<file path="config.mk">
export PLATFORM = sky130hd
export DESIGN_NAME = fdiv
export DESIGN_NICKNAME = d
export VERILOG_FILES = /design/src/rtl/fpu_pkg.sv /design/src/rtl/fpu_round.sv /design/src/rtl/fdiv.sv
export SDC_FILE = /design/constraint.sdc
export NUM_CORES = 1
export LEC_CHECK = 0
export CAP_MARGIN = 15
export CELL_PAD_IN_SITES_DETAIL_PLACEMENT = 0
export CELL_PAD_IN_SITES_GLOBAL_PLACEMENT = 2
export CORE_MARGIN = 2
export CORE_UTILIZATION = 38
export DETAILED_ROUTE_END_ITERATION = 12
export PLACE_DENSITY_LB_ADDON = 0.1
export SLEW_MARGIN = 20
export SYNTH_ARGS = -nofsm -noshare
export SYNTH_HDL_FRONTEND = slang
export SYNTH_SLANG_ARGS = --single-unit
</file>
<file path="constraint.sdc">
create_clock -name clk -period 7.5 [get_ports clk]
set_input_delay 0.75 -clock clk [delete_from_list [all_inputs] [get_ports clk]]
set_output_delay 0.75 -clock clk [all_outputs]
set_load 0.01 [all_outputs]
</file>
<file path="src/rtl/fpu_pkg.sv">
// Shared FPU types and constants for the binary32 datapath blocks (fmul, fdiv).
package fpu_pkg;

  typedef struct packed {
    logic        sign;
    logic [7:0]  exp;
    logic [22:0] frac;
  } float_t;

  localparam int unsigned EXP_BIAS = 127;
  localparam logic [31:0] QNAN     = 32'h7FC0_0000;
  localparam logic [31:0] PINF     = 32'h7F80_0000;

  typedef enum logic [1:0] {
    S_IDLE,
    S_DIV,
    S_ROUND,
    S_DONE
  } fdiv_state_t;

  typedef enum logic [1:0] {
    SP_NONE,
    SP_NAN,
    SP_ZERO,
    SP_INF
  } fdiv_special_t;

endpackage

</file>
<file path="src/rtl/fpu_round.sv">
// Round-to-nearest-even and binary32 packing with overflow to inf and flush-to-zero.
module fpu_round
  import fpu_pkg::*;
(
  input  logic              sign_i,
  input  logic signed [9:0] exp_i,
  input  logic [23:0]       mant_i,
  input  logic              guard_i,
  input  logic              sticky_i,
  output logic [31:0]       result_o
);

  logic              round_up;
  logic [24:0]       sum;
  logic signed [9:0] exp_adj;
  logic [22:0]       frac;

  always_comb begin
    round_up = guard_i & (sticky_i | mant_i[0]);
    sum      = {1'b0, mant_i} + {24'd0, round_up};
    // a carry out of the mantissa renormalises to 1.0 and bumps the exponent
    exp_adj  = sum[24] ? exp_i + 10'sd1 : exp_i;
    frac     = sum[24] ? sum[23:1] : sum[22:0];
    if (exp_adj >= 10'sd255) begin
      result_o = {sign_i, PINF[30:0]};
    end else if (exp_adj <= 10'sd0) begin
      result_o = {sign_i, 31'd0};
    end else begin
      result_o = {sign_i, exp_adj[7:0], frac};
    end
  end

endmodule

</file>
<file path="src/rtl/fdiv.sv">
// Iterative restoring binary32 divider, fixed latency 26/UNROLL+2, one op in flight.
module fdiv
  import fpu_pkg::*;
#(
  parameter int unsigned UNROLL = 1
) (
  input  logic        clk,
  input  logic        rst_n,
  input  logic [31:0] input_a,
  input  logic [31:0] input_b,
  input  logic        input_valid,
  output logic [31:0] result,
  output logic        out_valid,
  output logic        busy
);

  localparam int unsigned ITERS = 26 / UNROLL;

  fdiv_state_t       state_q;
  fdiv_special_t     spec_q, spec_d;
  logic              sign_q;
  logic signed [9:0] exp_q;
  logic [24:0]       rem_q, rem_d;
  logic [23:0]       mb_q;
  logic [25:0]       quo_q, quo_d;
  logic [4:0]        cnt_q;
  logic [31:0]       result_q;
  logic              out_valid_q;
  logic              busy_q;

  float_t fa, fb;
  assign fa = input_a;
  assign fb = input_b;

  always_comb begin
    spec_d = SP_NONE;
    if ((fa.exp == 8'hFF) || (fb.exp == 8'hFF) || ((fa.exp == 8'h00) && (fb.exp == 8'h00)))
      spec_d = SP_NAN;
    else if (fa.exp == 8'h00)
      spec_d = SP_ZERO;
    else if (fb.exp == 8'h00)
      spec_d = SP_INF;
  end

  // Remainder is kept pre-shifted so each step is a single compare/subtract.
  always_comb begin
    rem_d = rem_q;
    quo_d = quo_q;
    for (int unsigned i = 0; i < UNROLL; i++) begin
      if (rem_d >= {1'b0, mb_q}) begin
        quo_d = {quo_d[24:0], 1'b1};
        rem_d = (rem_d - {1'b0, mb_q}) << 1;
      end else begin
        quo_d = {quo_d[24:0], 1'b0};
        rem_d = rem_d << 1;
      end
    end
  end

  logic signed [9:0] rnd_exp;
  logic [23:0]       rnd_mant;
  logic              rnd_g, rnd_s;
  logic [31:0]       rnd_result;

  always_comb begin
    if (quo_q[25]) begin
      rnd_mant = quo_q[25:2];
      rnd_g    = quo_q[1];
      rnd_s    = quo_q[0] | (rem_q != '0);
      rnd_exp  = exp_q + $signed(10'(EXP_BIAS));
    end else begin
      rnd_mant = quo_q[24:1];
      rnd_g    = quo_q[0];
      rnd_s    = (rem_q != '0);
      rnd_exp  = exp_q + $signed(10'(EXP_BIAS - 1));
    end
  end

  fpu_round u_round (
    .sign_i   (sign_q),
    .exp_i    (rnd_exp),
    .mant_i   (rnd_mant),
    .guard_i  (rnd_g),
    .sticky_i (rnd_s),
    .result_o (rnd_result)
  );

  always_ff @(posedge clk or negedge rst_n) begin
    if (!rst_n) begin
      state_q     <= S_IDLE;
      spec_q      <= SP_NONE;
      sign_q      <= 1'b0;
      exp_q       <= '0;
      rem_q       <= '0;
      mb_q        <= '0;
      quo_q       <= '0;
      cnt_q       <= '0;
      result_q    <= '0;
      out_valid_q <= 1'b0;
      busy_q      <= 1'b0;
    end else begin
      out_valid_q <= 1'b0;
      case (state_q)
        S_IDLE, S_DONE: begin
          state_q <= S_IDLE;
          if (input_valid) begin
            state_q <= S_DIV;
            busy_q  <= 1'b1;
            spec_q  <= spec_d;
            sign_q  <= fa.sign ^ fb.sign;
            exp_q   <= $signed({2'b00, fa.exp}) - $signed({2'b00, fb.exp});
            rem_q   <= {2'b01, fa.frac};
            mb_q    <= {1'b1, fb.frac};
            quo_q   <= '0;
            cnt_q   <= 5'(ITERS);
          end
        end
        S_DIV: begin
          if (cnt_q == '0) begin
            state_q <= S_ROUND;
          end else begin
            rem_q <= rem_d;
            quo_q <= quo_d;
            cnt_q <= cnt_q - 5'd1;
          end
        end
        S_ROUND: begin
          state_q     <= S_DONE;
          busy_q      <= 1'b0;
          out_valid_q <= 1'b1;
          case (spec_q)
            SP_NAN:  result_q <= QNAN;
            SP_ZERO: result_q <= {sign_q, 31'd0};
            SP_INF:  result_q <= {sign_q, PINF[30:0]};
            default: result_q <= rnd_result;
          endcase
        end
        default: state_q <= S_IDLE;
      endcase
    end
  end

  assign result    = result_q;
  assign out_valid = out_valid_q;
  assign busy      = busy_q;

endmodule
</file>
# Yosys cells after proc, flatten, opt, wreduce, memory -nomap -nowiden
# Index checks and enable logic that the tools add are counted.
[classes] bitwise=4 eq_ne=11 n_addsub=7 order_cmp=3 muxes=29 div=0 shifts=0 mul=0 n_reduce_logical=14
[ops] operator="$pmux W32 S3" n=1
[ops] operator="$mux W25" n=3
[ops] operator="$mux W31" n=2
[ops] operator="$mux W26" n=2
[ops] operator="$pmux W26 S2" n=1
[ops] operator="$pmux W25 S2" n=1
[ops] operator="$add A24 B1 Y25" n=1
[ops] operator="$ge A25 B24 Y1" n=1
[ops] operator="$reduce_bool A25 Y1" n=1
[ops] operator="$mux W24" n=1
[ops] operator="$sub A24 B24 Y24" n=1
[ops] operator="$mux W23" n=1
[ops] operator="$add A10 B8 Y10 const B" n=2
[ops] operator="$mux W10" n=2
[ops] operator="$eq A8 B8 Y1 const B" n=2
[ops] operator="$logic_not A8 Y1" n=2
[ops] operator="$add A10 B2 Y10 const B" n=1
[ops] operator="$ge A10 B9 Y1 const B" n=1
[ops] operator="$le A10 B1 Y1 const B" n=1
[ops] operator="$mux W5" n=2
[ops] operator="$pmux W5 S2" n=1
[ops] operator="$sub A8 B8 Y9" n=1
[ops] operator="$eq A2 B2 Y1 const B" n=4
[ops] operator="$mux W2" n=4
[ops] operator="17 further kinds" n=29
[totals] regBits=129 ram_bits=0 rom_bits=0 mem_count=0 latch_bits=0

# Depth between registers and ports, before layout
# Gate-level depths: netlist of run 1.
[logic_depth] depth_word=11 depth_mapped=20 depth_no_buf=12

# By module
# A second synthesis of run 1 with hierarchy kept.
[hier_totals] cells_unflattened=958 area_unflattened_um2=8785.9
[modules_own_cells] module="fdiv" cells_each=774 area_each_um2=7477.2 instances=1 seq_area_each_um2=3203.1
[modules_own_cells] module="fpu_round" cells_each=184 area_each_um2=1308.8 instances=1 seq_area_each_um2=0.0

# Worst setup path after synthesis of run 1
# Ideal clock, no wire load.
[synth_timing] kind="reg-to-reg" start="register quo_q[25]" end="register result_q[11] (netlist: result[11])" path_stages_with_launch=20 t_arrival_ns=4.611 setup_slack_ns=2.793 synth_period_minus_slack_ns=4.707 path_buffers=8 required_time_ns=7.404 path_cell_list="dfrtp_1 -> buf_6 -> buf_2 -> buf_2 -> clkbuf_1 -> buf_1 -> clkbuf_1 -> nand2_1 -> a21oi_1 -> ha_1 -> nand3_1 -> nor3_4 -> and4_1 -> buf_2 -> and4bb_1 -> a211o_2 -> nand3b_2 -> or4_4 -> buf_6 -> o32ai_2"
[synth_via] elab_chain_cells=9
[synth_lines] item="start: declaration" line="fdiv.sv:25" rtl="logic [25:0] quo_q, quo_d;"
[synth_lines] item="start signal: assignment" line="fdiv.sv:123" rtl="quo_q <= quo_d;"
[synth_lines] item="$mux W1 / $mux W24 (equally long branches)" line="fdiv.sv:66" rtl="if (quo_q[25]) begin"
[synth_lines] item="$or A1 B1 Y1" line="fpu_round.sv:19" rtl="round_up = guard_i & (sticky_i | mant_i[0]);"
[synth_lines] item="$and A1 B1 Y1" line="fpu_round.sv:19"
[synth_lines] item="$add A24 B1 Y25" line="fpu_round.sv:20" rtl="sum = {1'b0, mant_i} + {24'd0, round_up};"
[synth_lines] item="$mux W10" line="fpu_round.sv:22" rtl="exp_adj = sum[24] ? exp_i + 10'sd1 : exp_i;"
[synth_lines] item="$le A10 B1 Y1" line="fpu_round.sv:26" rtl="end else if (exp_adj <= 10'sd0) begin"
[synth_lines] item="$mux W31" line="fpu_round.sv:26"
[synth_lines] item="$mux W31 *" line="fpu_round.sv:24" rtl="if (exp_adj >= 10'sd255) begin"
[synth_lines] item="$pmux W32 S3 *" line="fdiv.sv:131" rtl="case (spec_q)"
[synth_lines] item="end signal: assignment" line="fdiv.sv:133" rtl="SP_ZERO: result_q <= {sign_q, 31'd0};"
[synth_lines] item="end signal: assignment" line="fdiv.sv:134" rtl="SP_INF: result_q <= {sign_q, PINF[30:0]};"
[synth_lines] item="end signal: assignment" line="fdiv.sv:135" rtl="default: result_q <= rnd_result;"
[synth_lines] item="end: declaration" line="fdiv.sv:27" rtl="logic [31:0] result_q;"
# Every way passes the cells marked *; elsewhere a longest branch is shown, timed or not.
# A chain may end at the register's enable or synchronous reset.

# Worst setup path after layout of run 1
[layout_timing] start="register quo_q[25]" end="register result_q[3] (netlist: result[3])"
# Same word-level chain as after synthesis.

==> impl_results.md, run 1 <==
* Status: completed
* Post-route setup TNS at 0 ns
* Clock buffer depth at 2
* Later-pin clock latency in the skew report at 0.42 ns
* Final hold vios at 0
* Worst r2r dst: result[3]$_DFFE_PN0P_
* Fin nets at 1,156
* Core Footprint at 22,780 µm²
* Initial DRC count at 361
* Post-route ant nets at 0
* N_diodes at 0
* Reg2reg start: quo_q[25]$_DFFE_PN0P_
* Synth cell types at 74
* Post CTS Setup Buffer Count at 0
* Row count at 55
* Number of remaining DRC errors at 0
* Layout Cells excl Fill at 1,371
* P_leak at 0.004465 µW
* Power Density at 407.4 nW/µm²
* Final core utilization at 46.75%
* RSZ-0062 raised after global routing: no
* Area growth, synth to finish at 19.96%
* Clock buffer count from CTS at 17
* Max frequency at 225.1 MHz
* Cells on worst reg2reg path at 11
* Period minus WS final at 4.443 ns
* Post-cts resize count at 0
* Warnings, synthesis at 0
* EDFF count, synth at 0
* Mapped Cells at 979
* Tightest Pin Transition at 0.8381 ns
* GRT overflow at 0
* CTS tree: built
* R2r setup slk at 3.06 ns
* Post-Syn Area at 8876 µm²
* Worst path cell trace: nand2b_1 -> a21oi_1 -> ha_1 -> nand3_1 -> nor3_4 -> and4_1 -> and4bb_1 -> a211o_2 -> nand3b_2 -> or4_4 -> o32ai_1
* Setup slack after layout at 3.057 ns
* WP data required at 7.82 ns
* Setup crit start: quo_q[25]$_DFFE_PN0P_
* H-tree depth at 4
* Fraction of layout cells with a size suffix above 1 at 8.979%
* Most frequent cells in the layout: dfrtp_1 (127), clkdlybuf4s50_1 (99), inv_1 (84)
* Hold Crit Class: input port to asynchronous set/reset pin
* Syn Nets at 1,089
* Die Y at 156.8 µm
* Total GRT Usage at 19.47%
* Root buffer cell: clkbuf_16
* Worst EP arrival at 4.76 ns
* Sink Count at 128
* Slowest stage cell, crit path: and4_1
* Crit path capture: result[3]$_DFFE_PN0P_
* Worst Path Class, Setup: register to register
* Mean area per synthesized cell at 9.066 µm²
* # IOs at 101
* Dominant synthesized flop cell: dfrtp_1
* Initial antenna violation count at 0
* Maximum VDD drop at 202.3 µV
* Worst Skew at 0.008535 ns
* Ys async rst share at 100.0%
* Die Width at 156.8 µm
* # port buffers at 100
* Worst-path clk slew at 0.06 ns
* Final setup fails at 0
* Final-report max-slew violation count at 0
* First-pass DRT Iterations at 5
* Slew headroom at 44.13%
* Vias per cell at 5.268
* Post-CTS Hold Buffers at 0
* Crit-path max cell delay at 0.83 ns
* Power, Total at 4338 µW
* Routed wire length at 23.05 mm
* Post-synthesis sequential area ratio at 36.09%
* Setup crit end kind: register
* Via Count at 7,223
* Number of global-route vias before repair at 7,108
* Largest net degree at the start of global routing at 78
* Period Utilization, post-route at 59.25%
* WL per Instance at 16.81 µm
* Placed cells at 1,340
* Worst-path fanout max at 24
* Number of synthesized register bits at 128
* Commonest non-fill, non-tap cell in the layout: dfrtp_1
* Die ar. at 24,600 µm²
* Max cap viols at 0
* Pre-CTS WS at 3.000 ns
* First-pass GRT wire length at 38.12 mm
* HPWL Detailed at 16.34 mm
* Worst setup SP type: register
* Initial Util at 38.97%
* RePlAce Congestion at 0.7985
-- through the flow --
step / instance area (µm²) / hold WS, ns
global route: 10650 / 0.4121
finish: 10650 / 0.3583
floorplan: 8876 / 0.4175
global placement: 10080 / 0.4469
detailed placement: 10080 / 0.4570
CTS: 10650 / 0.3849
-- logic make-up (layout without fill, tap and decap cells) --
logic type                 Yosys count  count (layout)  synth area share [%]
AOI/OAI and AO/OA                  252             252                 19.92
xor gates and xnor gates            69              69                 6.809
adders and majority gates           43              43                 6.231
buffers and inverters              145             224                 6.442
DFF                                128             128                 36.09
muxes                               57              57                 6.794
and+or+nand+nor                    285             285                 17.72
-- state kept, by name (all words and copies together) (netlist names) --
| register | cells |
|---|---|
| result | 32 |
| quo_q | 26 |
| rem_q | 25 |
| mb_q | 24 |
| exp_q | 9 |
| cnt_q | 5 |
| spec_q | 2 |
| state_q | 2 |
| busy | 1 |
| out_valid | 1 |
| sign_q | 1 |
-- worst min-delay path by stage --
| stage | startpoint | end | slack (ns) |
|---|---|---|---|
| 3_5_place_dp | mb_q[23]$_DFFE_PN0P_ | mb_q[23]$_DFFE_PN0P_ | 0.46 |
| 3_3_place_gp | mb_q[23]$_DFFE_PN0P_ | mb_q[23]$_DFFE_PN0P_ | 0.45 |
| 4_1_cts | rst_n | mb_q[13]$_DFFE_PN0P_ | 0.38 |
| 2_1_floorplan | mb_q[23]$_DFFE_PN0P_ | mb_q[23]$_DFFE_PN0P_ | 0.42 |
| 5_1_grt | rst_n | mb_q[13]$_DFFE_PN0P_ | 0.41 |
| 6_report | rst_n | mb_q[13]$_DFFE_PN0P_ | 0.36 |
-- final cells by class --
| type | count | area [µm²] |
|---|---|---|
| Timing Repair Buffer | 109 | 1070 |
| Tap cell | 313 | 391.6 |
| Multi-Input combinational cell | 706 | 5104 |
| Clock buffer | 20 | 446.7 |
| Fill cell | 2260 | 12130 |
| Sequential cell | 128 | 3204 |
| Clock inverter | 11 | 116.4 |
| Inverter | 84 | 315.3 |
-- synthesized netlist by cell type, types with 5 or more instances --
cell type / instances / share of area, %
a211o_1: 6 / 0.59
a211oi_1: 6 / 0.51
a21o_1: 14 / 1.2
a21oi_1: 49 / 2.8
a22o_1: 22 / 2.2
a31oi_1: 8 / 0.56
and2_1: 8 / 0.56
and3_1: 18 / 1.3
and4_1: 5 / 0.49
buf_1: 7 / 0.30
buf_2: 7 / 0.39
clkbuf_1: 42 / 1.8
dfrtp_1: 128 / 36
ha_1: 41 / 5.8
inv_1: 84 / 3.6
mux2_2: 26 / 3.3
mux2i_1: 31 / 3.5
nand2_1: 67 / 2.8
nand2b_1: 16 / 1.1
nand3_1: 22 / 1.2
nand4_1: 16 / 1.1
nor2_1: 43 / 1.8
nor2b_1: 11 / 0.78
nor3_1: 14 / 0.79
nor3b_1: 19 / 1.6
nor4_1: 13 / 0.92
o211ai_1: 8 / 0.68
o21a_1: 5 / 0.42
o21ai_0: 64 / 3.6
o221ai_1: 7 / 0.69
o22ai_1: 13 / 0.92
o31ai_1: 14 / 1.2
o32ai_2: 8 / 1.5
or3_1: 9 / 0.63
xnor2_1: 35 / 3.5
xor2_1: 34 / 3.4
-- where the power goes --
part           internal [µW]  total (µW)  switching [µW]
Combinational           1040        2430            1390
Clock                    493         814             321
Sequential               908        1100             188
Total                   2440        4340            1900
-- per-layer routing --
layer | vias up | part of all wire (%) | GRT usage, % | routed length (µm)
met5 | - | 0 | 0 | 0
met2 | 124 | 46 | 30.97 | 10520
met1 | 3439 | 51 | 27.72 | 11680
met4 | 0 | 0.90 | 5.068 | 207
met3 | 13 | 2.8 | 2.769 | 637
li1 | 3647 | - | - | -
-- critical path, delay by kind of cell (launching register included) --
kind                       cells  cell delay [ns]
AOI/OAI and AO/OA              3             0.64
and+or+nand+nor                7             2.89
adders and majority gates      1             0.21
DFF                            1             0.59
(Power assumes the default switching activity.)
==> run 2, diff against run 1 <==
Settings changed: CORE_UTILIZATION 38 to 36.
Clock period 7.5 ns to 4.2 ns, I/O delays scaled along.
==> run 2 against run 1 <==
  * Hold slack worse by 0.34 ns
  * Design area rose by 2.1%
  * Global-route usage is 0.69 points lower
  * Core utilization decreased by 1.9 points
  * Critical path type unchanged
  * Largest cell class unchanged
  * Combinational power rose by 83%
==> impl_results.md, run 2 (synthesis gave the netlist of run 1 again) <==
* Die Width at 161.0 µm (+2.7%)
* Final Hold Slack at 0.02193 ns (-0.3364 ns)
* Via Count at 7,300 (+1.1%)
* Clock buffer count from CTS at 17 (unchanged)
* Sink Count at 128 (unchanged)
* Hold Crit Class: input port to asynchronous set/reset pin
* P_leak at 0.004570 µW (+2.4%)
* Later-pin clock latency in the skew report at 0.43 ns (about the same)
* RSZ-0062 raised after global routing: no
* CTS tree: built
* Vias per cell at 5.229 (-0.74%)
* Row count at 57 (+3.6%)
* Core Footprint at 24,250 µm² (+6.5%)
* Die Y at 161.0 µm (+2.7%)
* DP Area at 10,230 µm² (+1.4%)
* Pre-CTS WS at 0.5528 ns (-2.447 ns)
* RePlAce Congestion at 0.7988 (about the same)
* Commonest non-fill, non-tap cell in the layout: dfrtp_1
* Initial antenna violation count at 0 (unchanged)
* First-pass GRT wire length at 39.39 mm (+3.4%)
* Root buffer cell: clkbuf_16
* GRT overflow at 0 (unchanged)
* Area growth, synth to finish at 22.48%
* Final setup fails at 0 (unchanged)
* Number of remaining DRC errors at 0 (unchanged)
* Worst-path clk slew at 0.06 ns (about the same)
* Routed wire length at 23.12 mm (+0.31%)
* Period Utilization, post-route at 86.31% (+27 points)
* Max frequency at 275.9 MHz (+23%)
* Final hold vios at 0 (unchanged)
* Number of global-route vias before repair at 7,380 (+3.8%)
* Largest register FFs at 32 (unchanged)
* Slew headroom at 46.29% (+2.2 points)
* Post-route ant nets at 0 (unchanged)
* First-pass DRT Iterations at 5 (unchanged)
* WP data required at 4.53 ns (-3.29 ns)
* Die ar. at 25,930 µm² (+5.4%)
* Power Density at 740.4 nW/µm² (+82%)
* Status: completed
* Fin nets at 1,169 (+1.1%)
* Period minus WS final at 3.625 ns (-0.8186 ns)
* Worst Skew at 0.01206 ns (+0.003527 ns)
* # port buffers at 100 (unchanged)
* N_diodes at 0 (unchanged)
* HPWL Detailed at 17.21 mm (+5.3%)
* Worst-path fanout max at 22 (-8.3%)
* Total GRT Usage at 18.78% (-0.69 points)
* Initial Util at 36.60% (-2.4 points)
* Fraction of layout cells with a size suffix above 1 at 10.26% (+1.3 points)
* Most frequent cells in the layout: dfrtp_1 (127), clkdlybuf4s50_1 (99), inv_1 (84)
* Worst setup SP type: register
* Setup slack after layout at 0.5751 ns (-2.481 ns)
* Worst Path Class, Setup: register to register
* Clock buffer depth at 2 (unchanged)
* # IOs at 101 (unchanged)
* Post-CTS Hold Buffers at 0 (unchanged)
* Largest net degree at the start of global routing at 71 (-9.0%)
* WL per Instance at 16.56 µm (-1.5%)
* Post CTS Setup Buffer Count at 0 (unchanged)
* Post-route setup TNS at 0 ns (unchanged)
* Post-cts resize count at 0 (unchanged)
* Setup crit end kind: register
* Final core utilization at 44.83% (-1.9 points)
* Tightest Pin Transition at 0.7853 ns (-0.05280 ns)
* Worst EP arrival at 3.95 ns (-0.81 ns)
* Final-report max-slew violation count at 0 (unchanged)
* Design area at 10,870 µm² (+2.1%)
* H-tree depth at 4 (unchanged)
* Initial DRC count at 378 (+4.7%)
* Maximum VDD drop at 451.0 µV (+120%)
* Max cap viols at 0 (unchanged)
-- run 2: cell types whose count changed in the layout (fill, tap and decap cells not counted) --
cell | previous run | this run
buf_12 | 0 | 2
clkbuf_8 | 1 | 0
clkinv_2 | 5 | 1
buf_4 | 9 | 20
bufinv_16 | 2 | 5
nand3_2 | 1 | 2
clkinv_4 | 1 | 4
nand3_1 | 22 | 21
-- run 2: final timing paths --
check | from | end | slack [ns] | cells past startpoint
min | rst_n | quo_q[11]$_DFFE_PN0P_ | 0.02 | 1
max | quo_q[25]$_DFFE_PN0P_ | result[3]$_DFFE_PN0P_ | 0.58 | 12
max reg2reg | quo_q[25]$_DFFE_PN0P_ | result[3]$_DFFE_PN0P_ | 0.58 | 12
min reg2reg | mb_q[23]$_DFFE_PN0P_ | mb_q[23]$_DFFE_PN0P_ | 0.46 | 2
max in group asynchronous | rst_n | quo_q[19]$_DFFE_PN0P_ | 3.20 | 2
min in group clk | mb_q[23]$_DFFE_PN0P_ | mb_q[23]$_DFFE_PN0P_ | 0.46 | 2
-- run 2: final cells by class --
class	instances	area (µm²)
Fill cell	2460	13380
Clock buffer	19	432.9
Clock inverter	13	212.7
Multi-Input combinational cell	706	5109
Tap cell	324	405.4
Sequential cell	128	3204
Inverter	84	315.3
Timing Repair Buffer	122	1192
-- run 2: worst max-delay path, stage by stage (launching register included) --
cell	delay, ns
dfrtp_2	0.52
nand2b_1	0.23
a21oi_1	0.16
ha_1	0.24
nand3_2	0.14
nor3_4	0.27
nand4_1	0.24
and2b_1	0.30
a21oi_1	0.07
o2111ai_1	0.25
nand2_1	0.10
or4_4	0.69
o32ai_1	0.31
-- run 2: through the flow --
step	cells	power [µW]
floorplan	979	5179
global placement	1364	6453
detailed placement	1364	6443
CTS	1396	8141
global route	1396	8773
finish	1396	8050
-- run 2: where the power goes --
group	leakage, µW	internal (µW)	total (µW)	switching [µW]
clock	0.000303	1060	1660	602
combinational	0.00265	1950	4440	2490
sequential	0.00162	1620	1950	332
total	0.00457	4630	8050	3420
-- run 2: routing by layer --
metal	routed length (µm)	share of wire [%]	track usage, %
met1	11840	51	27.42
met2	10410	45	29.34
met3	593	2.6	2.491
met4	276	1.2	5.032
met5	0	0	0
